--- src/rtl/vip_cfg_pkg.sv ---
// Shared unit codes, register indices and shadow/active register layouts
// for the VIP configuration slave.
package vip_cfg_pkg;

  localparam int FIELD_W = 32;
  typedef logic [FIELD_W-1:0] cfg_word_t;

  typedef enum logic [1:0] {
    UNIT_SCL  = 2'd0,
    UNIT_MIX  = 2'd1,
    UNIT_MODE = 2'd2,
    UNIT_NONE = 2'd3
  } unit_e;

  localparam logic [6:0] REG_GO         = 7'd0;
  localparam logic [6:0] REG_SCL_W      = 7'd3;
  localparam logic [6:0] REG_SCL_H      = 7'd4;
  localparam logic [6:0] REG_MIX_BKG_W  = 7'd3;
  localparam logic [6:0] REG_MIX_BKG_H  = 7'd4;
  localparam logic [6:0] REG_MIX_POSX   = 7'd8;
  localparam logic [6:0] REG_MIX_POSY   = 7'd9;
  localparam logic [6:0] REG_MIX_EN     = 7'd10;
  localparam logic [6:0] REG_MODE_BANK  = 7'd4;
  localparam logic [6:0] REG_MODE_ILACE = 7'd5;
  localparam logic [6:0] REG_MODE_W     = 7'd6;
  localparam logic [6:0] REG_MODE_H     = 7'd7;
  localparam logic [6:0] REG_MODE_HFP   = 7'd9;
  localparam logic [6:0] REG_MODE_HS    = 7'd10;
  localparam logic [6:0] REG_MODE_HB    = 7'd11;
  localparam logic [6:0] REG_MODE_VFP   = 7'd12;
  localparam logic [6:0] REG_MODE_VS    = 7'd13;
  localparam logic [6:0] REG_MODE_VB    = 7'd14;
  localparam logic [6:0] REG_VALID      = 7'd30;

  typedef struct packed {
    cfg_word_t w;
    cfg_word_t h;
  } scl_regs_t;

  typedef struct packed {
    cfg_word_t bkg_w;
    cfg_word_t bkg_h;
    cfg_word_t posx;
    cfg_word_t posy;
    logic      en;
  } mix_regs_t;

  typedef struct packed {
    cfg_word_t bank;
    logic      ilace;
    cfg_word_t w;
    cfg_word_t h;
    cfg_word_t hfp;
    cfg_word_t hs;
    cfg_word_t hb;
    cfg_word_t vfp;
    cfg_word_t vs;
    cfg_word_t vb;
    logic      valid;
  } mode_regs_t;

  // Fields are held in full words but only the low dw bits are ever non-zero.
  function automatic cfg_word_t fieldMask(input int unsigned dw);
    return (dw >= FIELD_W) ? '1 : ((cfg_word_t'(1) << dw) - cfg_word_t'(1));
  endfunction

endpackage

--- src/rtl/vip_cfg_waitgen.sv ---
// Write accept detection and the post-write stall counter that drives
// waitrequest for the VIP configuration slave.
module vip_cfg_waitgen #(
  parameter int WAIT_CYCLES = 2
) (
  input  logic clk,
  input  logic reset,
  input  logic write_i,
  output logic accept_o,
  output logic waitrequest_o
);

  localparam int CW = (WAIT_CYCLES < 1) ? 1 : $clog2(WAIT_CYCLES + 1);

  logic [CW-1:0] busy_q, busy_d;

  assign waitrequest_o = (busy_q != '0);
  assign accept_o      = write_i & ~waitrequest_o;

  always_comb begin
    busy_d = busy_q;
    if (accept_o) begin
      busy_d = CW'(WAIT_CYCLES);
    end else if (busy_q != '0) begin
      busy_d = busy_q - CW'(1);
    end
  end

  always_ff @(posedge clk) begin
    if (reset) begin
      busy_q <= '0;
    end else begin
      busy_q <= busy_d;
    end
  end

endmodule

--- src/rtl/vip_cfg_slave.sv ---
// Avalon-MM configuration responder: shadow registers per unit, committed to
// active outputs on frame_start after a Go. Readback via VIP_CFG_READBACK_EN.
module vip_cfg_slave
  import vip_cfg_pkg::*;
#(
  parameter int WAIT_CYCLES = 2,
  parameter int DW          = 12
) (
  input  logic          clk,
  input  logic          reset,
  input  logic [8:0]    address_i,
  input  logic          write_i,
  input  logic [31:0]   writedata_i,
  input  logic          read_i,
  output logic          waitrequest_o,
  output logic [31:0]   readdata_o,
  output logic          readdatavalid_o,
  input  logic          frame_start_i,
  output logic [DW-1:0] mode_w_o,
  output logic [DW-1:0] mode_h_o,
  output logic [DW-1:0] mode_hfp_o,
  output logic [DW-1:0] mode_hs_o,
  output logic [DW-1:0] mode_hb_o,
  output logic [DW-1:0] mode_vfp_o,
  output logic [DW-1:0] mode_vs_o,
  output logic [DW-1:0] mode_vb_o,
  output logic          mode_ilace_o,
  output logic [DW-1:0] scl_w_o,
  output logic [DW-1:0] scl_h_o,
  output logic [DW-1:0] mix_bkg_w_o,
  output logic [DW-1:0] mix_bkg_h_o,
  output logic [DW-1:0] mix_posx_o,
  output logic [DW-1:0] mix_posy_o,
  output logic          mix_en_o,
  output logic [2:0]    pending_o,
  output logic [2:0]    upd_o
);

  localparam cfg_word_t MASK = fieldMask(DW);

  logic       wrAccept;
  unit_e      accUnit;
  logic [6:0] regIdx;
  cfg_word_t  wrField;
  logic       wrBit;

  scl_regs_t  sclSh_q, sclSh_d, sclAct_q, sclAct_d;
  mix_regs_t  mixSh_q, mixSh_d, mixAct_q, mixAct_d;
  mode_regs_t modeSh_q, modeSh_d, modeAct_q, modeAct_d;
  logic [2:0] pend_q, pend_d, upd_q, upd_d;

  vip_cfg_waitgen #(.WAIT_CYCLES(WAIT_CYCLES)) u_waitgen (
    .clk          (clk),
    .reset        (reset),
    .write_i      (write_i),
    .accept_o     (wrAccept),
    .waitrequest_o(waitrequest_o)
  );

  assign accUnit = unit_e'(address_i[8:7]);
  assign regIdx  = address_i[6:0];
  assign wrField = writedata_i & MASK;
  assign wrBit   = writedata_i[0];

  // Commits read the registered shadow/pending, so a same-cycle write only
  // reaches the shadow and a same-cycle Go only arms the following frame.
  always_comb begin
    sclSh_d   = sclSh_q;
    mixSh_d   = mixSh_q;
    modeSh_d  = modeSh_q;
    sclAct_d  = sclAct_q;
    mixAct_d  = mixAct_q;
    modeAct_d = modeAct_q;
    pend_d    = pend_q;
    upd_d     = '0;

    if (frame_start_i) begin
      if (pend_q[0]) begin
        sclAct_d  = sclSh_q;
        pend_d[0] = 1'b0;
        upd_d[0]  = 1'b1;
      end
      if (pend_q[1]) begin
        mixAct_d  = mixSh_q;
        pend_d[1] = 1'b0;
        upd_d[1]  = 1'b1;
      end
      if (pend_q[2] && modeSh_q.valid) begin
        modeAct_d = modeSh_q;
        pend_d[2] = 1'b0;
        upd_d[2]  = 1'b1;
      end
    end

    if (wrAccept) begin
      case (accUnit)
        UNIT_SCL: begin
          case (regIdx)
            REG_GO:    pend_d[0] = wrBit;
            REG_SCL_W: sclSh_d.w = wrField;
            REG_SCL_H: sclSh_d.h = wrField;
            default: ;
          endcase
        end
        UNIT_MIX: begin
          case (regIdx)
            REG_GO:        pend_d[1]     = wrBit;
            REG_MIX_BKG_W: mixSh_d.bkg_w = wrField;
            REG_MIX_BKG_H: mixSh_d.bkg_h = wrField;
            REG_MIX_POSX:  mixSh_d.posx  = wrField;
            REG_MIX_POSY:  mixSh_d.posy  = wrField;
            REG_MIX_EN:    mixSh_d.en    = wrBit;
            default: ;
          endcase
        end
        UNIT_MODE: begin
          case (regIdx)
            REG_GO:         pend_d[2]      = wrBit;
            REG_MODE_BANK:  modeSh_d.bank  = wrField;
            REG_MODE_ILACE: modeSh_d.ilace = wrBit;
            REG_MODE_W:     modeSh_d.w     = wrField;
            REG_MODE_H:     modeSh_d.h     = wrField;
            REG_MODE_HFP:   modeSh_d.hfp   = wrField;
            REG_MODE_HS:    modeSh_d.hs    = wrField;
            REG_MODE_HB:    modeSh_d.hb    = wrField;
            REG_MODE_VFP:   modeSh_d.vfp   = wrField;
            REG_MODE_VS:    modeSh_d.vs    = wrField;
            REG_MODE_VB:    modeSh_d.vb    = wrField;
            REG_VALID:      modeSh_d.valid = wrBit;
            default: ;
          endcase
        end
        default: ;
      endcase
    end
  end

  always_ff @(posedge clk) begin
    if (reset) begin
      sclSh_q   <= '0;
      mixSh_q   <= '0;
      modeSh_q  <= '0;
      sclAct_q  <= '0;
      mixAct_q  <= '0;
      modeAct_q <= '0;
      pend_q    <= '0;
      upd_q     <= '0;
    end else begin
      sclSh_q   <= sclSh_d;
      mixSh_q   <= mixSh_d;
      modeSh_q  <= modeSh_d;
      sclAct_q  <= sclAct_d;
      mixAct_q  <= mixAct_d;
      modeAct_q <= modeAct_d;
      pend_q    <= pend_d;
      upd_q     <= upd_d;
    end
  end

  assign scl_w_o      = sclAct_q.w[DW-1:0];
  assign scl_h_o      = sclAct_q.h[DW-1:0];
  assign mix_bkg_w_o  = mixAct_q.bkg_w[DW-1:0];
  assign mix_bkg_h_o  = mixAct_q.bkg_h[DW-1:0];
  assign mix_posx_o   = mixAct_q.posx[DW-1:0];
  assign mix_posy_o   = mixAct_q.posy[DW-1:0];
  assign mix_en_o     = mixAct_q.en;
  assign mode_w_o     = modeAct_q.w[DW-1:0];
  assign mode_h_o     = modeAct_q.h[DW-1:0];
  assign mode_hfp_o   = modeAct_q.hfp[DW-1:0];
  assign mode_hs_o    = modeAct_q.hs[DW-1:0];
  assign mode_hb_o    = modeAct_q.hb[DW-1:0];
  assign mode_vfp_o   = modeAct_q.vfp[DW-1:0];
  assign mode_vs_o    = modeAct_q.vs[DW-1:0];
  assign mode_vb_o    = modeAct_q.vb[DW-1:0];
  assign mode_ilace_o = modeAct_q.ilace;
  assign pending_o    = pend_q;
  assign upd_o        = upd_q;

  // Masked-off upper bits, bank and valid never leave the active copies.
  logic unusedActive;
  assign unusedActive = ^{sclAct_q, mixAct_q, modeAct_q};

`ifdef VIP_CFG_READBACK_EN
  logic      rdAccept;
  cfg_word_t rdMux;
  logic      rvalid_q;
  cfg_word_t rdata_q;

  assign rdAccept = read_i & ~waitrequest_o & ~write_i;

  always_comb begin
    rdMux = '0;
    case (accUnit)
      UNIT_SCL: begin
        case (regIdx)
          REG_GO:    rdMux = {31'd0, pend_q[0]};
          REG_SCL_W: rdMux = sclSh_q.w;
          REG_SCL_H: rdMux = sclSh_q.h;
          default: ;
        endcase
      end
      UNIT_MIX: begin
        case (regIdx)
          REG_GO:        rdMux = {31'd0, pend_q[1]};
          REG_MIX_BKG_W: rdMux = mixSh_q.bkg_w;
          REG_MIX_BKG_H: rdMux = mixSh_q.bkg_h;
          REG_MIX_POSX:  rdMux = mixSh_q.posx;
          REG_MIX_POSY:  rdMux = mixSh_q.posy;
          REG_MIX_EN:    rdMux = {31'd0, mixSh_q.en};
          default: ;
        endcase
      end
      UNIT_MODE: begin
        case (regIdx)
          REG_GO:         rdMux = {31'd0, pend_q[2]};
          REG_MODE_BANK:  rdMux = modeSh_q.bank;
          REG_MODE_ILACE: rdMux = {31'd0, modeSh_q.ilace};
          REG_MODE_W:     rdMux = modeSh_q.w;
          REG_MODE_H:     rdMux = modeSh_q.h;
          REG_MODE_HFP:   rdMux = modeSh_q.hfp;
          REG_MODE_HS:    rdMux = modeSh_q.hs;
          REG_MODE_HB:    rdMux = modeSh_q.hb;
          REG_MODE_VFP:   rdMux = modeSh_q.vfp;
          REG_MODE_VS:    rdMux = modeSh_q.vs;
          REG_MODE_VB:    rdMux = modeSh_q.vb;
          REG_VALID:      rdMux = {31'd0, modeSh_q.valid};
          default: ;
        endcase
      end
      default: ;
    endcase
  end

  always_ff @(posedge clk) begin
    if (reset) begin
      rvalid_q <= 1'b0;
      rdata_q  <= '0;
    end else begin
      rvalid_q <= rdAccept;
      if (rdAccept) begin
        rdata_q <= rdMux;
      end
    end
  end

  assign readdata_o      = rdata_q;
  assign readdatavalid_o = rvalid_q;
`else
  logic unusedRead;
  assign unusedRead      = read_i;
  assign readdata_o      = '0;
  assign readdatavalid_o = 1'b0;
`endif

endmodule

--- config.mk ---
export PLATFORM = sky130hd
export DESIGN_NAME = vip_cfg_slave
export DESIGN_NICKNAME = d
export VERILOG_FILES = /design/src/rtl/vip_cfg_pkg.sv /design/src/rtl/vip_cfg_waitgen.sv /design/src/rtl/vip_cfg_slave.sv
export SDC_FILE = /design/constraint.sdc
export NUM_CORES = 1
export LEC_CHECK = 0
export BUFFER_PORTS_ARGS = -buffer_cell sky130_fd_sc_hd__buf_2
export CORE_MARGIN = 2
export CORE_UTILIZATION = 50
export DETAILED_ROUTE_END_ITERATION = 8
export GPL_TIMING_DRIVEN = 0
export PLACE_DENSITY = 0.73
export SLEW_MARGIN = 20
export SYNTH_ARGS = -nofsm -noshare
export SYNTH_HDL_FRONTEND = slang
export SYNTH_SLANG_ARGS = --single-unit
--- constraint.sdc ---
create_clock -name clk -period 1.9 [get_ports clk]
set_input_delay 0.095 -clock clk [delete_from_list [all_inputs] [get_ports clk]]
set_output_delay 0.095 -clock clk [all_outputs]
set_load 0.02 [all_outputs]
### Word level (Yosys, flattened, before mapping)

Cells that the tools add are included.
W data, S select, Z words.

* bits in registers: 349
* bits in latches: 0
* bits in writable memories: 0
* memory bits (read-only): 0
* input bits: 46
* output and inout port bits: 210
* logic and storage cells: 97
* memories: 0

* add/sub/neg operators: 1
* $mul: 0
* divide/modulo/power cells: 0
* order comparisons: 0
* eq/ne operators: 15
* shifts and indexed selects: 0
* mux-type cells: 14
* bitwise logic cells: 3
* reductions and logical operators: 27

Operators with widths (number)
* $reduce_and A3 Y1: 17
* $eq A7 B4 Y1 const B: 7
* $eq A7 B3 Y1 const B: 4
* $mux W1: 10
* $eq A7 B2 Y1 const B: 1
* $eq A7 B5 Y1 const B: 1
* $logic_not A7 Y1: 1
* $mux W3: 2
* $reduce_and A2 Y1: 3
* $mux W2: 2
* $reduce_bool A2 Y1: 2
* $reduce_or A2 Y1: 2
* $eq A2 B1 Y1 const B: 1
* $eq A2 B2 Y1 const B: 1
* $logic_not A2 Y1: 1
* $not A1 Y1: 2
* $sub A2 B1 Y2 const B: 1
* $and A1 B1 Y1: 1
* $logic_and A1 B1 Y1: 1

### Depth between registers and ports, before layout

Gate-level depths: netlist (run 1).

* word-level depth: 6
* mapped depth: 7
* depth with buffers taken out: 3

### By module

From an unflattened synthesis (run 1), not the netlist that was laid out.

* cell total of the unflattened synthesis: 1409
* area, all modules: 13052.5 sq um

By module, submodules not included
* vip_cfg_slave: times used 1, cells each 1402, area an instance 12969.9 sq um, sequential area each 6946.7 sq um
* vip_cfg_waitgen: times used 1, cells each 7, area an instance 82.6 sq um, sequential area each 40.0 sq um

### Least setup slack after synthesis (run 1)

No wires, ideal clock.

* path type: reg2reg
* from: register u_waitgen.busy_q[1]
* to: register mixSh_q[100] (netlist bit)
* setup time: 0.132 ns
* data arrival time: 1.316 ns
* data required time: 1.768 ns
* path slack: 0.452 ns
* cell stages (with the launch flop): 6
* buffers on the path: 2
* clock period less this slack: 1.448 ns
* path through: dfxtp_1 -> nor3b_1 -> buf_2 -> nand4_1 -> buf_2 -> mux2i_1

* cells in the longest elaborated chain, start to end: 4

Ends and longest elaborated chain
* start, declared: line vip_cfg_waitgen.sv:15 `logic [CW-1:0] busy_q, busy_d;`
* start signal, assigned: line vip_cfg_waitgen.sv:33 `busy_q <= busy_d;`
* $reduce_bool A2 Y1: line vip_cfg_waitgen.sv:17 `assign waitrequest_o = (busy_q != '0);`
* $not A1 Y1: line vip_cfg_waitgen.sv:18 `assign accept_o = write_i & ~waitrequest_o;`
* $and A1 B1 Y1: line vip_cfg_waitgen.sv:18
* $reduce_and A3 Y1 (no line)
* end signal, assigned: line vip_cfg_slave.sv:150 `mixSh_q <= mixSh_d;`
* end, declared: line vip_cfg_slave.sv:48 `mix_regs_t mixSh_q, mixSh_d, mixAct_q, mixAct_d;`

Every way passes these cells.
A chain may end at the register's enable or synchronous reset.

### Worst setup path in the final report (run 1)

* from: register u_waitgen.busy_q[1]
* to: register modeSh_q[0] (netlist bit)

* cells in the longest elaborated chain, start to end: 4

Ends and longest elaborated chain
* $reduce_bool A2 Y1: line vip_cfg_waitgen.sv:17
* $not A1 Y1: line vip_cfg_waitgen.sv:18
* $and A1 B1 Y1: line vip_cfg_waitgen.sv:18
* $reduce_and A3 Y1 (no line)
* end signal, assigned: line vip_cfg_slave.sv:151 `modeSh_q <= modeSh_d;`
* end, declared: line vip_cfg_slave.sv:49 `mode_regs_t modeSh_q, modeSh_d, modeAct_q, modeAct_d;`

Every way passes these cells.

==> flow_summary.json, run 1 <==
{
  "status": "finished, final reports clean",
  "path_clk_slew_ps": 60,
  "htreeDepth": 2,
  "worst_pin_slew_ps": 1048,
  "vias_per_cell": 5.018,
  "cts.sinks": 349,
  "power_mw": 14.69,
  "cts_buffer_depth": 3,
  "post-route-period-util": 0.9469,
  "synth_top_family_by_area": "simple AND/OR/NAND/NOR gates",
  "die_w_um": 165.8,
  "synthSimpleGateAreaFrac": 0.2141,
  "drcViolationCount": 0,
  "final_hold_viol_count": 0,
  "setup_slack_ps": 101.0,
  "syn2layout_area_growth_pct": 20.95,
  "synth.ff_latch_count": 349,
  "post_synth_num_cell_types": 28,
  "power.density_nw_per_um2": 927.9,
  "start_kind": "register",
  "synth_xor_area_frac": 0,
  "relSlewSlack": 0.3016,
  "syn_inst": 1418,
  "endpoint_kind": "register",
  "io_buffers": 199,
  "syn_area_per_cell_um2": 9.233,
  "worstHoldPathType": "input pin to register",
  "mostFrequentLayoutCell": "dfxtp_1",
  "setup_viol_count_final": 0,
  "totalWireLength_mm": 34.22,
  "rsz0062_at_grt": "false",
  "holdWs_ps": 29.48,
  "drtIter0Drc": 653,
  "finClkSkew_ps": 11.10,
  "reg.largest.list": "modeSh_q x98, mixSh_q x49, sclSh_q x24",
  "rows": 59,
  "grt_max_degree": 14,
  "critPathArrivalTime_ps": 2200,
  "grt_use_total": 0.2448,
  "vias": 10311,
  "maxCapViolations": 0,
  "core_area_um2": 25910,
  "yosysWarnings": 0,
  "wl_per_cell_um": 16.65,
  "clkLatencyLatePin_ps": 510,
  "hpwl_mm": 23.67,
  "place.gp.congestion": 0.8928,
  "pin_count": 256,
  "cts-root-buf": "clkbuf_16",
  "mappedNetlistArea_um2": 13090,
  "grt_first_pass_wirelength_mm": 54.19,
  "final_util": 0.6111,
  "worstSetupPathType": "register to register",
  "start_util": 0.5053,
  "antenna_found_initial": 4,
  "largest_reg_flops": 98,
  "cts_made_buffers": 36,
  "drtPass1Iterations": 7,
  "p_leak_nw": 7.251,
  "cts_tree": "done",
  "fmax_mhz": 555.9,
  "critPathMaxFanout": 10,
  "place_ws_ps": -433.0,
  "critPathRequiredTime_ps": 2300,
  "drive_gt1_frac": 0.1858,
  "synth-compound-area-share": 0.06537,
  "fin_crit_ps": 1799,
  "grt_overflow": 0,
  "nets": 1738,
  "die_area_um2": 27500,
  "fp.dieH_um": 165.8,
  "peakVddDrop_v": 0.0007068,
  "synth_adder_area_share": 0,
  "seq_area_frac_synth": 0.5336,
  "slew_violations": 0,
  "drtAntennaViolNets": 0,
  "final_cell_mix": "349 x dfxtp_1, 345 x nand2_1, 221 x buf_2, 183 x nand2b_1, 174 x mux2i_1",
  "grt_pass1_vias": 9955,
  "regMostFlops": "modeSh_q",
  "synthMuxAreaShare": 0.1330
}
-- cells by family (layout without fill, tap and decap cells) --
logic type / count (synthesis) / count (layout)
AO/OA/AOI/OAI: 171 / 171
multiplexers: 174 / 174
flip-flops: 349 / 349
buffers and inverters: 144 / 411
other: 1 / 36
AND/OR/NAND/NOR: 579 / 579
-- layer usage --
| metal | wire length [um] | GRT usage |
|---|---|---|
| met5 | 30 | 0 |
| met3 | 2311 | 0.05434 |
| met4 | 517 | 0.05142 |
| met2 | 15680 | 0.4068 |
| met1 | 15680 | 0.3293 |
-- report_power, final --
group / total [mW] / switching (mW) / internal [mW]
registers: 7.32 / 0.00337 / 7.32
logic: 0.552 / 0.370 / 0.181
clock network: 6.82 / 2.81 / 4.01
total: 14.7 / 3.19 / 11.5
-- through the flow --
stage          TNS (ps)  instance area (um2)  instances
6_report              0                15840       2055
2_1_floorplan         0                13210       1450
5_1_grt               0                15830       2052
3_3_place_gp     -39310                14630       1984
3_5_place_dp     -42670                14630       1984
4_1_cts               0                15810       2051
-- critical path, cell delays in order, from the launching register on --
cell,delay (ps)
dfxtp_1,330
nor3b_2,240
clkbuf_4,250
nand4_1,140
mux2i_1,140
dlygate4sd3_1,590
-- layout make-up --
cell class / instances / area (um2)
fillers: 2293 / 10080
flip-flops and latches: 349 / 6987
multi-input cells: 957 / 5534
clock buffers: 57 / 1071
repair buffers: 205 / 1051
plain buffers: 143 / 703.2
well taps: 335 / 419.2
clock inverters: 6 / 62.56
diodes: 3 / 7.507
-- cell usage after synthesis (all sizes together) --
cell,instances,area share
dfxtp,349,0.53
nand2,345,0.099
nand2b,183,0.087
mux2i,174,0.13
a21oi,171,0.065
clkbuf,84,0.024
buf,60,0.029
nand4,19,0.0091
nor2,7,0.0020
nor2b,4,0.0019
and4b,3,0.0023
nor4bb,3,0.0023
and2,2,0.00096
and4bb,2,0.0019
nor3b,2,0.0011
nor4b,2,0.0018
and3,1,0.00048
and4,1,0.00067
conb,1,0.00029
nand3,1,0.00038
nand3b,1,0.00057
nor3,1,0.0012
nor4,1,0.00048
or2,1,0.00048
-- path summary, 6_finish.rpt --
| kind | cells after the start | slack (ps) | startpoint | end |
|---|---|---|---|---|
| max reg2reg | 5 | 100 | u_waitgen.busy_q[1]$_SDFFE_PP0P_ | modeSh_q[0]$_SDFFE_PP0P_ |
| max | 5 | 100 | u_waitgen.busy_q[1]$_SDFFE_PP0P_ | modeSh_q[0]$_SDFFE_PP0P_ |
| min | 3 | 30 | writedata_i[1] | modeSh_q[130]$_SDFFE_PP0P_ |
| min reg2reg | 2 | 450 | mode_vs_o[7]$_SDFFE_PP0P_ | mode_vs_o[7]$_SDFFE_PP0P_ |
-- timing repair --
item	CTS	global route
gates cloned	0	0
setup endpoints to repair	1	170
hold buffers	4	0
gates resized for setup	1	6
pin swaps	0	2
endpoints found under the hold margin	2	0
setup buffers	0	2
Power figures use the tool's default switching activity.
==> run 2, diff against run 1 <==
- CORE_UTILIZATION: 50 -> 55
- PLACE_DENSITY: 0.73 -> 0.8
==> flow_summary.json, run 2 (synthesis gave the netlist of run 1 again) <==
{
  "status": "finished, final reports clean",
  "rows": 56,
  "slew_violations": 0,
  "start_kind": "input pin",
  "htreeDepth": 2,
  "final_util": 0.6794,
  "final_hold_viol_count": 0,
  "grt_overflow": 0,
  "instances_no_fill": 2039,
  "cts_made_buffers": 36,
  "vias_per_cell": 5.196,
  "syn2layout_area_growth_pct": 21.44,
  "pin_count": 256,
  "cts_tree": "done",
  "power.density_nw_per_um2": 947.5,
  "mostFrequentLayoutCell": "dfxtp_1",
  "post-route-period-util": 0.9593,
  "drive_gt1_frac": 0.1870,
  "wl_met1_mm": 14.48,
  "antenna_found_initial": 7,
  "fillCellCount": 1896,
  "dp_cells": 1968,
  "swShare": 0.2116,
  "core_area_um2": 23400,
  "path_clk_slew_ps": 60,
  "worst_pin_slew_ps": 967.7,
  "totalWireLength_mm": 34.51,
  "cts.sinks": 349,
  "met2_wirelength_mm": 15.98,
  "peakVddDrop_v": 0.0006761,
  "hpwl_mm": 23.86,
  "drtAntennaViolNets": 0,
  "drtPass1Iterations": 5,
  "vias": 10595,
  "seqPwrFrac": 0.486,
  "worstHoldPathType": "input pin to register",
  "route.met3.wl_mm": 2.966,
  "start_util": 0.5595,
  "cts_buffer_depth": 3,
  "grt_pass1_vias": 10175,
  "p_leak_nw": 7.283,
  "drcViolationCount": 0,
  "reg.largest.list": "modeSh_q x98, mixSh_q x49, sclSh_q x24",
  "rsz0062_at_grt": "false",
  "fin_crit_ps": 1823,
  "critPathMaxFanout": 10,
  "clkPwrFrac": 0.477,
  "grt_use_total": 0.2668,
  "worstSetupPathType": "input pin to register",
  "relSlewSlack": 0.3548,
  "die_w_um": 158.3,
  "grt_first_pass_wirelength_mm": 52.09,
  "fp.dieH_um": 158.3,
  "internal-power_mw": 11.88,
  "pwr-share-comb": 0.036,
  "regMostFlops": "modeSh_q",
  "wl_per_cell_um": 16.92,
  "fmax_mhz": 548.7,
  "cts-root-buf": "clkbuf_16",
  "io_buffers": 199,
  "finClkSkew_ps": 16.36,
  "die_area_um2": 25050,
  "endpoint_kind": "register",
  "critPathArrivalTime_ps": 2190,
  "place.gp.congestion": 0.8589,
  "critPathRequiredTime_ps": 2270,
  "clkLatencyLatePin_ps": 510,
  "power_switching_mw": 3.187,
  "final_cell_mix": "349 x dfxtp_1, 345 x nand2_1, 218 x buf_2, 183 x nand2b_1, 174 x mux2i_1",
  "drtIter0Drc": 687,
  "top_layer": "met5",
  "setup_viol_count_final": 0,
  "grt_max_degree": 14,
  "nets": 1739,
  "maxCapViolations": 0,
  "largest_reg_flops": 98
}
run 2: cell count changes in the layout (fill, tap and decap cells not counted), sizes merged:
cell,change
inv,-1
bufinv,+2
dlygate4sd3,-1
clkbuf,+2
clkinv,-2
run 2: metal layers:
layer	track usage	vias up
met1	0.3320	5015
met3	0.07567	84
met4	0.09695	8
met2	0.4431	361
met5	0	-
li1	-	5127
run 2: through the flow:
| stage | instance area (um2) | total power, mW | worst slack (ps) | hold slack [ps] | setup TNS (ps) |
|---|---|---|---|---|---|
| floorplan | 13210 | 7.838 | 452.2 | 278.5 | 0 |
| global placement | 14610 | 8.012 | -378.6 | 436.1 | -44720 |
| finish | 15900 | 15.06 | 77.37 | 33.74 | 0 |
| detailed placement | 14610 | 8.014 | -396.3 | 442.9 | -45730 |
| global route | 15890 | 15.47 | 8.547 | 35.14 | 0 |
| CTS | 15850 | 15.11 | 41.78 | 24.32 | 0 |
run 2: critical path, stage by stage:
cell and delay, ps:
clkbuf_1 320, clkbuf_1 400, clkbuf_1 770, clkbuf_1 500
a21oi_1 90
run 2: cell type report:
cell class              instances  area (um2)  area share
flip-flops and latches        349        6987      0.4394
multi-input cells             957        5534      0.3481
clock buffers                  57        1101     0.06925
repair buffers                206        1056     0.06642
plain buffers                 143       708.2     0.04454
well taps                     319       399.1     0.02510
clock inverters                 5       106.4    0.006689
diodes                          3       7.507   0.0004722
run 2: path summary, 6_finish.rpt:
check                                                      start  slack (ps)  depth (start not counted)                    endpoint
worst max-delay path                                       reset          80                          5    mode_w_o[6]$_SDFFE_PP0P_
worst min-delay path                              writedata_i[1]          30                          3   modeSh_q[98]$_SDFFE_PP0P_
worst max register to register  u_waitgen.busy_q[1]$_SDFFE_PP0P_         140                          5  modeSh_q[108]$_SDFFE_PP0P_
worst min register to register        modeSh_q[225]$_SDFFE_PP0P_         450                          2    mode_w_o[0]$_SDFFE_PP0P_
run 2: what timing repair did:
item,in CTS,in global routing
endpoints found under the hold margin,3,0
gates resized for setup,0,7
endpoints found under the setup margin,0,73
hold buffers,3,0
setup buffers,0,4
run 2: power groups by stage:
stage	Clock [mW]	Sequential (mW)	Combinational, mW
final	7.19	7.32	0.548
after detailed placement	0	7.49	0.528
after CTS	7.26	7.32	0.534
after floorplan	0	7.49	0.353
after global routing	7.57	7.32	0.580
after global placement	0	7.49	0.526
==> run 3, diff against run 2 <==
- ABC_AREA: unset -> 1
- HOLD_SLACK_MARGIN: unset -> 0.1
- PLACE_DENSITY: 0.8 -> 0.79
==> flow_summary.json, run 3 <==
{
  "status": "finished, final reports clean",
  "die_area_um2": 25960,
  "yosysMostFrequentCell": "nor2_1",
  "synth_common_cells": "422 x nor2_1, 349 x dfxtp_1, 201 x nand2_1",
  "synthTopCellsByArea": "dfxtp_1 51%, nor2_1 12%, a21oi_1 7.3%, nand3_1 6.6%, o21ai_0 6.3%",
  "instances_no_fill": 2483,
  "drcViolationCount": 0,
  "yosysWarnings": 0,
  "maxCapViolations": 0,
  "final_hold_viol_count": 0,
  "cts_tree": "done",
  "hpwl_mm": 26.47,
  "antenna_found_initial": 3,
  "slew_violations": 0,
  "cts.sinks": 349,
  "drtAntennaViolNets": 0,
  "syn_inst": 1843,
  "critPathMaxFanout": 10,
  "vias": 13108,
  "nets": 2178,
  "clkLatencyLatePin_ps": 510,
  "critPathArrivalTime_ps": 2120,
  "synth.ff_latch_count": 349,
  "fmax_mhz": 574.6,
  "place.gp.congestion": 0.9448,
  "grt_overflow": 0,
  "place_ws_ps": -70.91,
  "cts-root-buf": "clkbuf_16",
  "drive_gt1_frac": 0.1753,
  "rsz0062_at_grt": "false",
  "reg2reg_from": "pending_o[2]$_SDFF_PP0_",
  "reg.largest.list": "modeSh_q x98, mixSh_q x49, sclSh_q x24",
  "critPathRequiredTime_ps": 2280,
  "mappedNetlistArea_um2": 13580,
  "drtPass1Iterations": 8,
  "htreeDepth": 2,
  "hold_start": "address_i[1]",
  "rrSetupSlack_ps": 160,
  "synth-edff-count": 0,
  "cts_made_buffers": 35,
  "synth_ff_type": "dfxtp_1",
  "largest_reg_flops": 98,
  "finClkSkew_ps": 12.24,
  "fin_crit_ps": 1740,
  "power_mw": 15.04,
  "seqPwrFrac": 0.487,
  "cts_setup_buffers": 0,
  "relSlewSlack": 0.3270,
  "synth_top_cell_by_area": "dfxtp_1",
  "synth_adder_area_share": 0,
  "clkPwrFrac": 0.458,
  "swShare": 0.2239,
  "totalWireLength_mm": 38.52,
  "internal-power_mw": 11.67,
  "grt_max_degree": 15,
  "cts_buffer_depth": 3,
  "synth_xor_area_frac": 0,
  "regMostFlops": "modeSh_q",
  "peakVddDrop_v": 0.0006755,
  "grt_first_pass_wirelength_mm": 60.40,
  "timing.rr.end": "mode_vb_o[6]$_SDFFE_PP0P_",
  "worstHoldPathType": "input pin to register",
  "synth_top_cell_area_share": 0.5146,
  "pin_count": 256,
  "setup_viol_count_final": 0,
  "holdWs_ps": 126.4,
  "pwr-share-comb": 0.054,
  "vias_per_cell": 5.279,
  "worst_pin_slew_ps": 1010,
  "hold_depth": 6,
  "io_buffers": 201,
  "start_kind": "register",
  "syn_area_per_cell_um2": 7.367,
  "worstSetupPathType": "register to register",
  "r2r_cells": 5,
  "synthArstFlopShare": 0,
  "power_switching_mw": 3.366,
  "post_synth_num_cell_types": 19,
  "post-route-period-util": 0.9159,
  "rows": 57,
  "dp_cells": 2400,
  "path_clk_slew_ps": 60,
  "min_to": "modeSh_q[193]$_SDFFE_PP0P_",
  "setup_slack_ps": 159.8,
  "synth-compound-area-share": 0.1370,
  "endpoint_kind": "register",
  "seq_area_frac_synth": 0.5146,
  "fp.dieH_um": 161.1,
  "final_cell_mix": "422 x nor2_1, 349 x dfxtp_1, 252 x buf_2, 201 x nand2_1, 199 x a21oi_1",
  "grt_pass1_vias": 11927,
  "power.density_nw_per_um2": 912.7,
  "mostFrequentLayoutCell": "nor2_1",
  "drtIter0Drc": 1218,
  "start_util": 0.5599,
  "syn2layout_area_growth_pct": 21.34,
  "synthSimpleGateAreaFrac": 0.2471,
  "wl_per_cell_um": 15.51,
  "synthMuxAreaShare": 0,
  "grt_use_total": 0.2893,
  "die_w_um": 161.1,
  "synth_top_family_by_area": "simple AND/OR/NAND/NOR gates",
  "p_leak_nw": 7.143,
  "core_area_um2": 24250
}
[run 3: cell count changes in the layout (fill, tap and decap cells not counted), moves of 16 or more]
cell / previous run / this run
clkbuf_1: 92 / 64
nor2_1: 7 / 422
a21oi_1: 171 / 199
nand2b_1: 183 / 0
buf_2: 218 / 252
o21ai_0: 0 / 168
inv_1: 0 / 119
buf_1: 2 / 20
mux2i_1: 174 / 0
nand2_1: 345 / 201
nand3_1: 0 / 179
dlygate4sd3_1: 3 / 19
nand4_1: 19 / 0
[run 3: critical path, stage by stage (launching register included)]
cell	delay, ps
dfxtp_1	370
nand3_2	230
clkbuf_4	330
clkbuf_1	240
o21ai_0	360
a21oi_1	80
[run 3: cell families after synthesis]
family / Yosys count
compound gates: 371
buf+inv: 303
flops: 349
other cells: 1
simple gates: 819
[run 3: power by group through the flow]
stage / clock (mW) / sequential [mW] / combinational, mW
after floorplan: 0 / 7.49 / 0.517
after global routing: 7.26 / 7.32 / 0.878
after CTS: 6.95 / 7.33 / 0.789
after global placement: 0 / 7.49 / 0.743
after detailed placement: 0 / 7.49 / 0.750
final: 6.89 / 7.33 / 0.816
[run 3: cell type report]
| class | count | area (um2) |
|---|---|---|
| Sequential cell | 349 | 6987 |
| Tap cell | 324 | 405.4 |
| Fill cell | 2074 | 7774 |
| Clock inverter | 6 | 55.05 |
| Multi-Input combinational cell | 1223 | 5344 |
| Antenna cell | 3 | 7.507 |
| Clock buffer | 55 | 1104 |
| Inverter | 127 | 476.7 |
| Buffer | 176 | 899.6 |
| Timing Repair Buffer | 220 | 1196 |
[run 3: repair_timing]
action	in CTS	in global routing
endpoints found under the hold margin	60	0
endpoints found under the setup margin	22	9
resized for setup	2	4
hold buffers	19	0
[run 3: worst max path at each step]
stage	endpoint	cells after the start	slack, ps	start
floorplan	mixSh_q[33]$_SDFFE_PP0P_	8	570	u_waitgen.busy_q[1]$_SDFFE_PP0P_
global placement	mode_vb_o[10]$_SDFFE_PP0P_	5	-60	modeSh_q[0]$_SDFFE_PP0P_
detailed placement	mode_hfp_o[8]$_SDFFE_PP0P_	4	-70	pending_o[2]$_SDFF_PP0_
CTS	mode_vb_o[9]$_SDFFE_PP0P_	5	70	pending_o[2]$_SDFF_PP0_
global route	mixSh_q[43]$_SDFFE_PP0P_	8	90	u_waitgen.busy_q[1]$_SDFFE_PP0P_
finish	mode_vb_o[6]$_SDFFE_PP0P_	5	160	pending_o[2]$_SDFF_PP0_
[run 3: layer usage]
layer / GRT usage / wire, um
met1: 0.3715 / 15970
met2: 0.4856 / 17800
met3: 0.05470 / 3181
met4: 0.1108 / 1553
met5: 0 / 13
[run 3: metrics by stage]
step                      instance area [um2]  utilization  setup TNS (ps)
after floorplan                         13700            -               0
after global placement                  15110       0.6231          -582.7
after detailed placement                15110       0.6231          -628.5
after CTS                               16460       0.6788               0
after global routing                    16470       0.6793               0
final                                   16470       0.6794               0
